==> src/rtl/i2s_pkg.sv <==
// Shared types and constants for the I2S receive path.
package i2s_pkg;

  typedef enum logic [1:0] {
    RX_IDLE,
    RX_LEFT,
    RX_RIGHT
  } rx_state_t;

  localparam logic LR_LEFT  = 1'b0;
  localparam logic LR_RIGHT = 1'b1;

  localparam int RX_FIFO_DEPTH = 4;

endpackage

==> src/rtl/i2s_rx_fifo.sv <==
// Synchronous show-ahead FIFO holding captured left/right pairs.
// A push into a full FIFO is accepted when a pop happens in the same cycle.
module i2s_rx_fifo
  import i2s_pkg::*;
#(
  parameter int DW    = 32,
  parameter int DEPTH = RX_FIFO_DEPTH
) (
  input  logic          MCLK,
  input  logic          nReset,
  input  logic          flush,
  input  logic          push,
  input  logic          pop,
  input  logic [DW-1:0] din,
  output logic [DW-1:0] dout,
  output logic          valid,
  output logic          full
);

  localparam int AW = (DEPTH > 1) ? $clog2(DEPTH) : 1;
  localparam int CW = $clog2(DEPTH + 1);

  logic [DW-1:0] mem [DEPTH];
  logic [AW-1:0] wr_ptr_reg;
  logic [AW-1:0] rd_ptr_reg;
  logic [CW-1:0] count_reg;
  logic          do_push;
  logic          do_pop;

  function automatic logic [AW-1:0] ptr_inc(input logic [AW-1:0] p);
    return (p == AW'(DEPTH - 1)) ? '0 : p + 1'b1;
  endfunction

  assign valid   = (count_reg != '0);
  assign full    = (count_reg == CW'(DEPTH));
  assign do_pop  = pop & valid;
  assign do_push = push & (~full | do_pop);
  assign dout    = valid ? mem[rd_ptr_reg] : '0;

  always_ff @(posedge MCLK or negedge nReset) begin
    if (!nReset) begin
      wr_ptr_reg <= '0;
      rd_ptr_reg <= '0;
      count_reg  <= '0;
    end else if (flush) begin
      wr_ptr_reg <= '0;
      rd_ptr_reg <= '0;
      count_reg  <= '0;
    end else begin
      if (do_push) wr_ptr_reg <= ptr_inc(wr_ptr_reg);
      if (do_pop)  rd_ptr_reg <= ptr_inc(rd_ptr_reg);
      if (do_push && !do_pop)      count_reg <= count_reg + 1'b1;
      else if (!do_push && do_pop) count_reg <= count_reg - 1'b1;
    end
  end

  always_ff @(posedge MCLK) begin
    if (do_push && !flush) mem[wr_ptr_reg] <= din;
  end

endmodule

==> src/rtl/i2s_receiver.sv <==
// I2S receiver: oversamples SCLK/LRCLK/SD in the MCLK domain and emits {left, right} pairs.
// Define I2S_RX_FIFO_EN to replace the single holding register with a pair FIFO.
module i2s_receiver
  import i2s_pkg::*;
#(
  parameter int WIDTH         = 16,
  parameter int MIN_SCLK_HALF = 3
) (
  input  logic               MCLK,
  input  logic               nReset,
  input  logic               onOff,
  input  logic               SCLK,
  input  logic               LRCLK,
  input  logic               SD,
  input  logic               Rx_Ready,
  output logic [2*WIDTH-1:0] Rx_Data,
  output logic               Rx_Valid,
  output logic               Overrun
);

  localparam int CNT_W = $clog2(WIDTH + 1);
  localparam logic [CNT_W-1:0] CNT_MAX = CNT_W'(WIDTH);
  localparam int HC_W = $clog2(MIN_SCLK_HALF + 1);

  logic [2:0] async_in;
  logic [2:0] sync_s;
  logic       sclk_s;
  logic       lr_s;
  logic       sd_s;
  logic       sclk_prev_reg;
  logic       bit_stb;

  assign async_in = {SD, LRCLK, SCLK};

  generate
    for (genvar gi = 0; gi < 3; gi++) begin : g_sync
      logic [1:0] meta_reg;
      always_ff @(posedge MCLK or negedge nReset) begin
        if (!nReset) meta_reg <= '0;
        else         meta_reg <= {meta_reg[0], async_in[gi]};
      end
      assign sync_s[gi] = meta_reg[1];
    end
  endgenerate

  assign sclk_s = sync_s[0];
  assign lr_s   = sync_s[1];
  assign sd_s   = sync_s[2];

  always_ff @(posedge MCLK or negedge nReset) begin
    if (!nReset) sclk_prev_reg <= 1'b0;
    else         sclk_prev_reg <= sclk_s;
  end

  assign bit_stb = sclk_s & ~sclk_prev_reg;

  // Framer
  rx_state_t        state_reg, state_next;
  logic [CNT_W-1:0] cnt_reg, cnt_next;
  logic [WIDTH-1:0] word_reg, word_next;
  logic [WIDTH-1:0] left_reg, left_next;
  logic             lr_prev_reg, lr_prev_next;
  logic [WIDTH-1:0] word_wr;
  logic             emit;
  logic [2*WIDTH-1:0] pair_data;

  // Word with the current SD bit placed at [WIDTH-1-cnt]; unchanged once cnt saturates.
  generate
    for (genvar gi = 0; gi < WIDTH; gi++) begin : g_wbit
      assign word_wr[gi] = (cnt_reg == CNT_W'(WIDTH - 1 - gi)) ? sd_s : word_reg[gi];
    end
  endgenerate

  assign pair_data = {left_reg, word_wr};

  always_ff @(posedge MCLK or negedge nReset) begin
    if (!nReset) begin
      state_reg   <= RX_IDLE;
      cnt_reg     <= '0;
      word_reg    <= '0;
      left_reg    <= '0;
      lr_prev_reg <= LR_LEFT;
    end else begin
      state_reg   <= state_next;
      cnt_reg     <= cnt_next;
      word_reg    <= word_next;
      left_reg    <= left_next;
      lr_prev_reg <= lr_prev_next;
    end
  end

  always_comb begin
    state_next   = state_reg;
    cnt_next     = cnt_reg;
    word_next    = word_reg;
    left_next    = left_reg;
    lr_prev_next = lr_prev_reg;
    emit         = 1'b0;
    if (!onOff) begin
      state_next   = RX_IDLE;
      cnt_next     = '0;
      word_next    = '0;
      left_next    = '0;
      lr_prev_next = LR_LEFT;
    end else if (bit_stb) begin
      lr_prev_next = lr_s;
      case (state_reg)
        RX_IDLE: begin
          if (lr_s == LR_LEFT && lr_prev_reg == LR_RIGHT) begin
            state_next = RX_LEFT;
            cnt_next   = '0;
            word_next  = '0;
          end
        end
        RX_LEFT, RX_RIGHT: begin
          if (lr_s == lr_prev_reg) begin
            word_next = word_wr;
            if (cnt_reg != CNT_MAX) cnt_next = cnt_reg + 1'b1;
          end else begin
            // One-bit delay: this SD bit is the LSB side of the closing word.
            cnt_next  = '0;
            word_next = '0;
            if (state_reg == RX_LEFT) begin
              left_next  = word_wr;
              state_next = RX_RIGHT;
            end else begin
              emit       = 1'b1;
              state_next = RX_LEFT;
            end
          end
        end
        default: state_next = RX_IDLE;
      endcase
    end
  end

  // Output stage
  logic consume;
  logic room;
  logic overrun_reg;

`ifdef I2S_RX_FIFO_EN
  logic               fifo_valid;
  logic               fifo_full;
  logic [2*WIDTH-1:0] fifo_dout;

  i2s_rx_fifo #(
    .DW   (2*WIDTH),
    .DEPTH(RX_FIFO_DEPTH)
  ) u_fifo (
    .MCLK  (MCLK),
    .nReset(nReset),
    .flush (~onOff),
    .push  (emit),
    .pop   (Rx_Ready),
    .din   (pair_data),
    .dout  (fifo_dout),
    .valid (fifo_valid),
    .full  (fifo_full)
  );

  assign consume  = fifo_valid & Rx_Ready;
  assign room     = ~fifo_full | consume;
  assign Rx_Data  = fifo_dout;
  assign Rx_Valid = fifo_valid;
`else
  logic               rx_valid_reg;
  logic [2*WIDTH-1:0] rx_data_reg;

  assign consume = rx_valid_reg & Rx_Ready;
  assign room    = ~rx_valid_reg | consume;

  always_ff @(posedge MCLK or negedge nReset) begin
    if (!nReset) begin
      rx_valid_reg <= 1'b0;
      rx_data_reg  <= '0;
    end else if (!onOff) begin
      rx_valid_reg <= 1'b0;
    end else if (emit && room) begin
      rx_valid_reg <= 1'b1;
      rx_data_reg  <= pair_data;
    end else if (consume) begin
      rx_valid_reg <= 1'b0;
    end
  end

  assign Rx_Data  = rx_data_reg;
  assign Rx_Valid = rx_valid_reg;
`endif

  always_ff @(posedge MCLK or negedge nReset) begin
    if (!nReset)           overrun_reg <= 1'b0;
    else if (!onOff)       overrun_reg <= 1'b0;
    else if (emit && !room) overrun_reg <= 1'b1;
  end

  assign Overrun = overrun_reg;

  // Length of the SCLK level that just ended, saturating at MIN_SCLK_HALF.
  logic [HC_W-1:0] half_cnt_reg;

  always_ff @(posedge MCLK or negedge nReset) begin
    if (!nReset)
      half_cnt_reg <= HC_W'(MIN_SCLK_HALF);
    else if (sclk_s != sclk_prev_reg)
      half_cnt_reg <= HC_W'(1);
    else if (half_cnt_reg != HC_W'(MIN_SCLK_HALF))
      half_cnt_reg <= half_cnt_reg + 1'b1;
  end

  sclk_min_half: assert property (@(posedge MCLK) disable iff (!nReset)
    (sclk_s != sclk_prev_reg) |-> (half_cnt_reg >= HC_W'(MIN_SCLK_HALF)));

endmodule
==> config.mk <==
export PLATFORM = sky130hd
export DESIGN_NAME = i2s_receiver
export DESIGN_NICKNAME = d
export VERILOG_FILES = /design/src/rtl/i2s_pkg.sv /design/src/rtl/i2s_rx_fifo.sv /design/src/rtl/i2s_receiver.sv
export SDC_FILE = /design/constraint.sdc
export NUM_CORES = 1
export LEC_CHECK = 0
export CAP_MARGIN = 20
export CORE_MARGIN = 4
export CORE_UTILIZATION = 55
export DETAILED_ROUTE_END_ITERATION = 6
export PLACE_DENSITY = 0.79
export RECOVER_POWER = 100
export SLEW_MARGIN = 20
export SYNTH_ARGS = -nofsm -noshare
export SYNTH_HDL_FRONTEND = slang
export SYNTH_SLANG_ARGS = --single-unit
==> constraint.sdc <==
create_clock -name MCLK -period 5.38 [get_ports MCLK]
set_input_delay 0.807 -clock MCLK [delete_from_list [all_inputs] [get_ports MCLK]]
set_output_delay 0.807 -clock MCLK [all_outputs]
set_load 0.02 [all_outputs]
After elaboration in Yosys (flattened, before gate mapping) --
Cells that the tools add are included.
Operators by class: bitwise operators 6, multiplexer cells 50, reductions and logical operators 12, equality and inequality tests 29, add/subtract/negate cells 1
Operators with widths (number):
- 2-to-1 mux 16 bit | 9
- == test 5 x 4 -> 1 bit (second input constant) | 8
- one-hot mux 16 bit (2 select lines) | 1
- 2-to-1 mux 1 bit | 28
- 2-to-1 mux 5 bit | 5
- == test 5 x 3 -> 1 bit (second input constant) | 4
- == test 5 x 2 -> 1 bit (second input constant) | 2
- 2-to-1 mux 2 bit | 5
- one-hot mux 5 bit (2 select lines) | 1
- != test 2 x 1 -> 1 bit (second input constant) | 4
- AND reduction 4 bit | 2
- != test 3 x 1 -> 1 bit (second input constant) | 2
- != test 3 bit (second input constant) | 2
- AND reduction 3 bit | 2
- adder 5 x 1 -> 5 bit (second input constant) | 1
- == test 5 x 1 -> 1 bit (second input constant) | 1
- zero test 5 bit | 1
- != test 5 bit (second input constant) | 1
- != test 4 bit (second input constant) | 1
- one-hot mux 2 bit (2 select lines) | 1
- logical AND 1 bit | 3
- inverter 1 bit | 3
- AND 1 bit | 2
- == test 2 x 1 -> 1 bit (second input constant) | 1
- 8 further kinds | 8
Word-level totals: output and inout port bits 34, logic and storage cells 110, register bits 81

Longest topological paths before layout --
depth after elaboration 9, gate-level depth with buffers 8, gate-level depth less buffers 6

Least setup slack after synthesis --
Ideal clock, no wire load.
path kind input -> register, start point in onOff, end point reg rx_data_reg[25] (netlist: Rx_Data[25]), required time 5.255 ns, cell stages on the path 4, setup slack 3.524 ns, arrival time 1.732 ns, path through nand3b_1 > nor4_4 > buf_4 > mux2_2
On the way: word-level cells in the longest chain between the ends 3
RTL lines:
- start, declared | line i2s_receiver.sv:11 | input logic onOff,
- 2-to-1 mux 1 bit | line i2s_receiver.sv:99 | if (!onOff) begin
- logical AND 1 bit | line i2s_receiver.sv:179 | end else if (emit && room) begin
- AND reduction 2 bit (no line) (*)
- end signal, assigned | line i2s_receiver.sv:181 | rx_data_reg <= pair_data;
- end, declared | line i2s_receiver.sv:168 | logic [2*WIDTH-1:0] rx_data_reg;
Every way passes the cells marked *; elsewhere a longest branch is shown, timed or not. A chain may end at the register's enable or synchronous reset.

Final worst setup path --
start point in onOff, end point reg rx_data_reg[17] (netlist: Rx_Data[17])
Same word-level chain as after synthesis.

==> out/qor.txt <==
=================================================================================
Result of the run .................................................. finished, violations left
Violations in the final reports .................................... max-capacitance violations, max-slew violations
Via count of the first global-routing pass .........................         2484
Power per cell area ................................................  284 nW/um^2
Worst path buffer plus inverter count ..............................            2
Maximum buffer depth of the clock tree .............................            2
Max Clock Skew .....................................................    0.0116 ns
Total global routing overflow ......................................            0
Leakage power of the design ........................................      2.03 nW
Post-cts sizing count ..............................................            0
Rows ...............................................................           29
Synth-to-Final Area Change .........................................        15.2%
CTS tree ...........................................................         done
Vias per inst ......................................................         5.65
Capturing element type of the critical path ........................     register
Critical path type ................................................. input pin to register
Arrival time reported for the critical path endpoint ...............      3.97 ns
Non-filler instance count after layout .............................          424
Slew at the pin closest to its max-slew limit ......................      2.14 ns
Initial antenna violation count ....................................            0
Root Driver ........................................................ sky130_fd_sc_hd__clkbuf_8
Maximum fanout encountered on the critical timing path .............           48
Filler cell count in the final layout ..............................          500
Hold path startpoint ............................................... g_sync[1].meta_reg[0]$_DFF_PN0_
Portion of the post-synthesis area used by sequential elements .....        56.6%
DRT Wirelength .....................................................      6.90 mm
Final Power ........................................................      1.17 mW
Total number of yosys warnings .....................................            0
Core area ..........................................................    6350 um^2
Final critical delay including setup and external delays ...........      3.74 ns
Minimum setup slack in the final design ............................      1.64 ns
Number of flops mapped to enable cells by yosys ....................            0
Peak ir drop on the vdd network ....................................     0.256 mV
Worst path top cell family by delay ................................ buffers and inverters
Yosys top cell by area ............................................. sky130_fd_sc_hd__dfrtp_1
Placed Cells incl. Taps ............................................          408
Number of synthesized register bits ................................           81
Largest cells by area after synthesis .............................. sky130_fd_sc_hd__dfrtp_1 (57%), sky130_fd_sc_hd__mux2i_1 (5.0%), sky130_fd_sc_hd__mux2_2 (5.0%)
Critical Path, Cell by Cell ........................................ dlygate4sd3_1 -> nand3b_1 -> nor4_4 -> clkbuf_1 -> mux2_2
CP required ........................................................      5.61 ns
Number of post-CTS setup repair buffers ............................            0
Flip-flop count of the largest register after layout ...............           32
Pre-CTS worst setup slack ..........................................      2.43 ns
Clock sink count ...................................................           81
Crit Reg-Reg Startpoint ............................................ state_reg[0]$_DFFE_PN0P_
Maximum cell stage delay along the critical path ...................      1.56 ns
Starting utilization of the core area ..............................        56.4%
Commonest cells post-synth ......................................... sky130_fd_sc_hd__dfrtp_1 (81), sky130_fd_sc_hd__a21oi_1 (32), sky130_fd_sc_hd__o21ai_0 (28)
Total global routing track utilization .............................        19.9%
Final Max Tran Viols ...............................................           49
Post-Synthesis Net Count ...........................................          326
Clock latency of the later-clocked register in the worst-skew pair .      0.35 ns
Cell type of the slowest stage on the worst timing path ............ sky130_fd_sc_hd__clkbuf_1
Worst max-slew margin expressed relative to the limit ..............       -42.4%
Antenna Cells ......................................................            0
Count of H-tree levels built during CTS ............................            3
Antenna-violating nets left ........................................            0
Syn Inst Count .....................................................          311
Setup repair after global routing missed its margin ................           no
Top cell type's share of synthesized area ..........................        56.6%
Most used standard cell by instance count after synthesis .......... sky130_fd_sc_hd__dfrtp_1
DIE WIDTH ..........................................................      88.7 um
Placed wire-length estimate after detailed placement ...............      4.37 mm
Area of the mapped netlist .........................................    3580 um^2
Worst setup path start .............................................        onOff
Post-synth cell types ..............................................           40
Wire length of the first global-routing pass .......................      12.0 mm
Inserted Clock Buffers .............................................            9
IO buf count .......................................................           40
Final Wtd Congestion ...............................................        0.784
Number of remaining DRC errors .....................................            0
Number of maximum-capacitance constraint violations ................            1
Die area ...........................................................    7860 um^2
Number of hold-repair buffers added at the cts stage ...............            0
Count of endpoints failing hold in the final timing report .........            0
Layout net count ...................................................          357
Number of placed I/O pins ..........................................           41
Ys flop type ....................................................... sky130_fd_sc_hd__dfrtp_1
Async set-reset flop share out of synthesis ........................         100%
Clock-pin slew on the worst setup and hold paths ...................      0.08 ns
Pin count of the biggest net entering global routing ...............           82
Type of the worst min-delay path ................................... register to register
Detailed-route via count ...........................................         2396
Vertical die dimension .............................................      88.7 um
First-pass detailed-route iteration total ..........................            4
DRC violation total after the first TritonRoute iteration ..........          188
Final-report setup violation count .................................            0
Final critical-path share of the clock period ......................        69.6%
Routed wirelength normalized by instance count .....................      16.3 um
Peak Freq ..........................................................      267 MHz
Syn Area/Cell ......................................................    11.5 um^2
Share of post-route cells with drive strength above 1 ..............        11.0%
Element type at the critical path start ............................    input pin
Total negative slack for setup checks ..............................         0 ns
=================================================================================
[path summary, 6_finish.rpt]
kind | to | slack [ns] | cells after the start
max | Rx_Data[17]$_DFFE_PN0P_ | 1.64 | 5
min | g_sync[1].meta_reg[1]$_DFF_PN0_ | 0.35 | 0
max reg2reg | Rx_Data[17]$_DFFE_PN0P_ | 2.08 | 6
min reg2reg | g_sync[1].meta_reg[1]$_DFF_PN0_ | 0.35 | 0
max in group asynchronous | state_reg[1]$_DFFE_PN0P_ | 4.40 | 1
min in group asynchronous | Rx_Data[29]$_DFFE_PN0P_ | 0.49 | 1
[cells by family (layout without fill, tap and decap cells)]
| group | count (synthesis) | in the layout | share of synthesized area (%) |
|---|---|---|---|
| muxes | 34 | 34 | 10.1 |
| adders and majority gates | 8 | 8 | 2.80 |
| AOI/OAI and AO/OA | 92 | 92 | 16.2 |
| and+or+nand+nor | 63 | 63 | 9.30 |
| xor gates and xnor gates | 1 | 1 | 0.245 |
| DFF | 81 | 81 | 56.6 |
| buffers and inverters | 32 | 68 | 4.76 |
[placed cells by master (no fill, tap or decap), drive strengths merged, types with 2 or more instances in the layout]
master and instances:
nor3 2, a21oi 33, dfrtp 81, and2 2, and3 2, nand3 5
nor2b 10, o22ai 3, dlygate4sd3 38, inv 11, a21o 2, ha 8
a31oi 2, o21ai 30, nand2 16, o2bb2ai 16, buf 2, clkbuf 12
mux2 16, nor2 20, mux2i 18, clkinvlp 2
[layout make-up]
| cell class | instances | area (um^2) | area share, % |
|---|---|---|---|
| clock inverter | 5 | 62.6 | 1.52 |
| tap | 77 | 96.3 | 2.34 |
| timing repair buffer | 42 | 413 | 10.0 |
| sequential | 81 | 2030 | 49.2 |
| clock buffer | 11 | 141 | 3.43 |
| inverter | 10 | 37.5 | 0.910 |
| multi-input combinational | 198 | 1350 | 32.6 |
[report_power, final]
part | switching, mW | internal [mW] | total (mW)
Clock | 0.222 | 0.230 | 0.452
Combinational | 0.0530 | 0.0329 | 0.0859
Sequential | 0.00986 | 0.625 | 0.635
Total | 0.285 | 0.888 | 1.17
[worst register-to-register path: stages (launching register included)]
cell	delay [ns]
sky130_fd_sc_hd__dfrtp_1	0.38
sky130_fd_sc_hd__inv_1	0.05
sky130_fd_sc_hd__ha_1	0.35
sky130_fd_sc_hd__nand3b_1	0.16
sky130_fd_sc_hd__nor4_4	0.22
sky130_fd_sc_hd__clkbuf_1	1.56
sky130_fd_sc_hd__mux2_2	0.48
[through the flow]
| step | instance area (um^2) | hold WS (ns) | util, % |
|---|---|---|---|
| global route | 4120 | 0.359 | 64.9 |
| CTS | 4160 | 0.354 | 65.5 |
| detailed placement | 3960 | 0.336 | 62.3 |
| global placement | 3960 | 0.333 | 62.3 |
| floorplan | 3580 | 0.331 | - |
| finish | 4120 | 0.351 | 64.9 |
[routing by layer]
| layer | vias up | global-route usage (%) | routed length, um |
|---|---|---|---|
| met1 | 1169 | 27.7 | 3090 |
| met4 | 0 | 7.14 | 61 |
| met5 | - | 0 | 0 |
| li1 | 1159 | - | - |
| met2 | 59 | 30.3 | 3400 |
| met3 | 9 | 5.31 | 351 |
(Power assumes the default switching activity.)
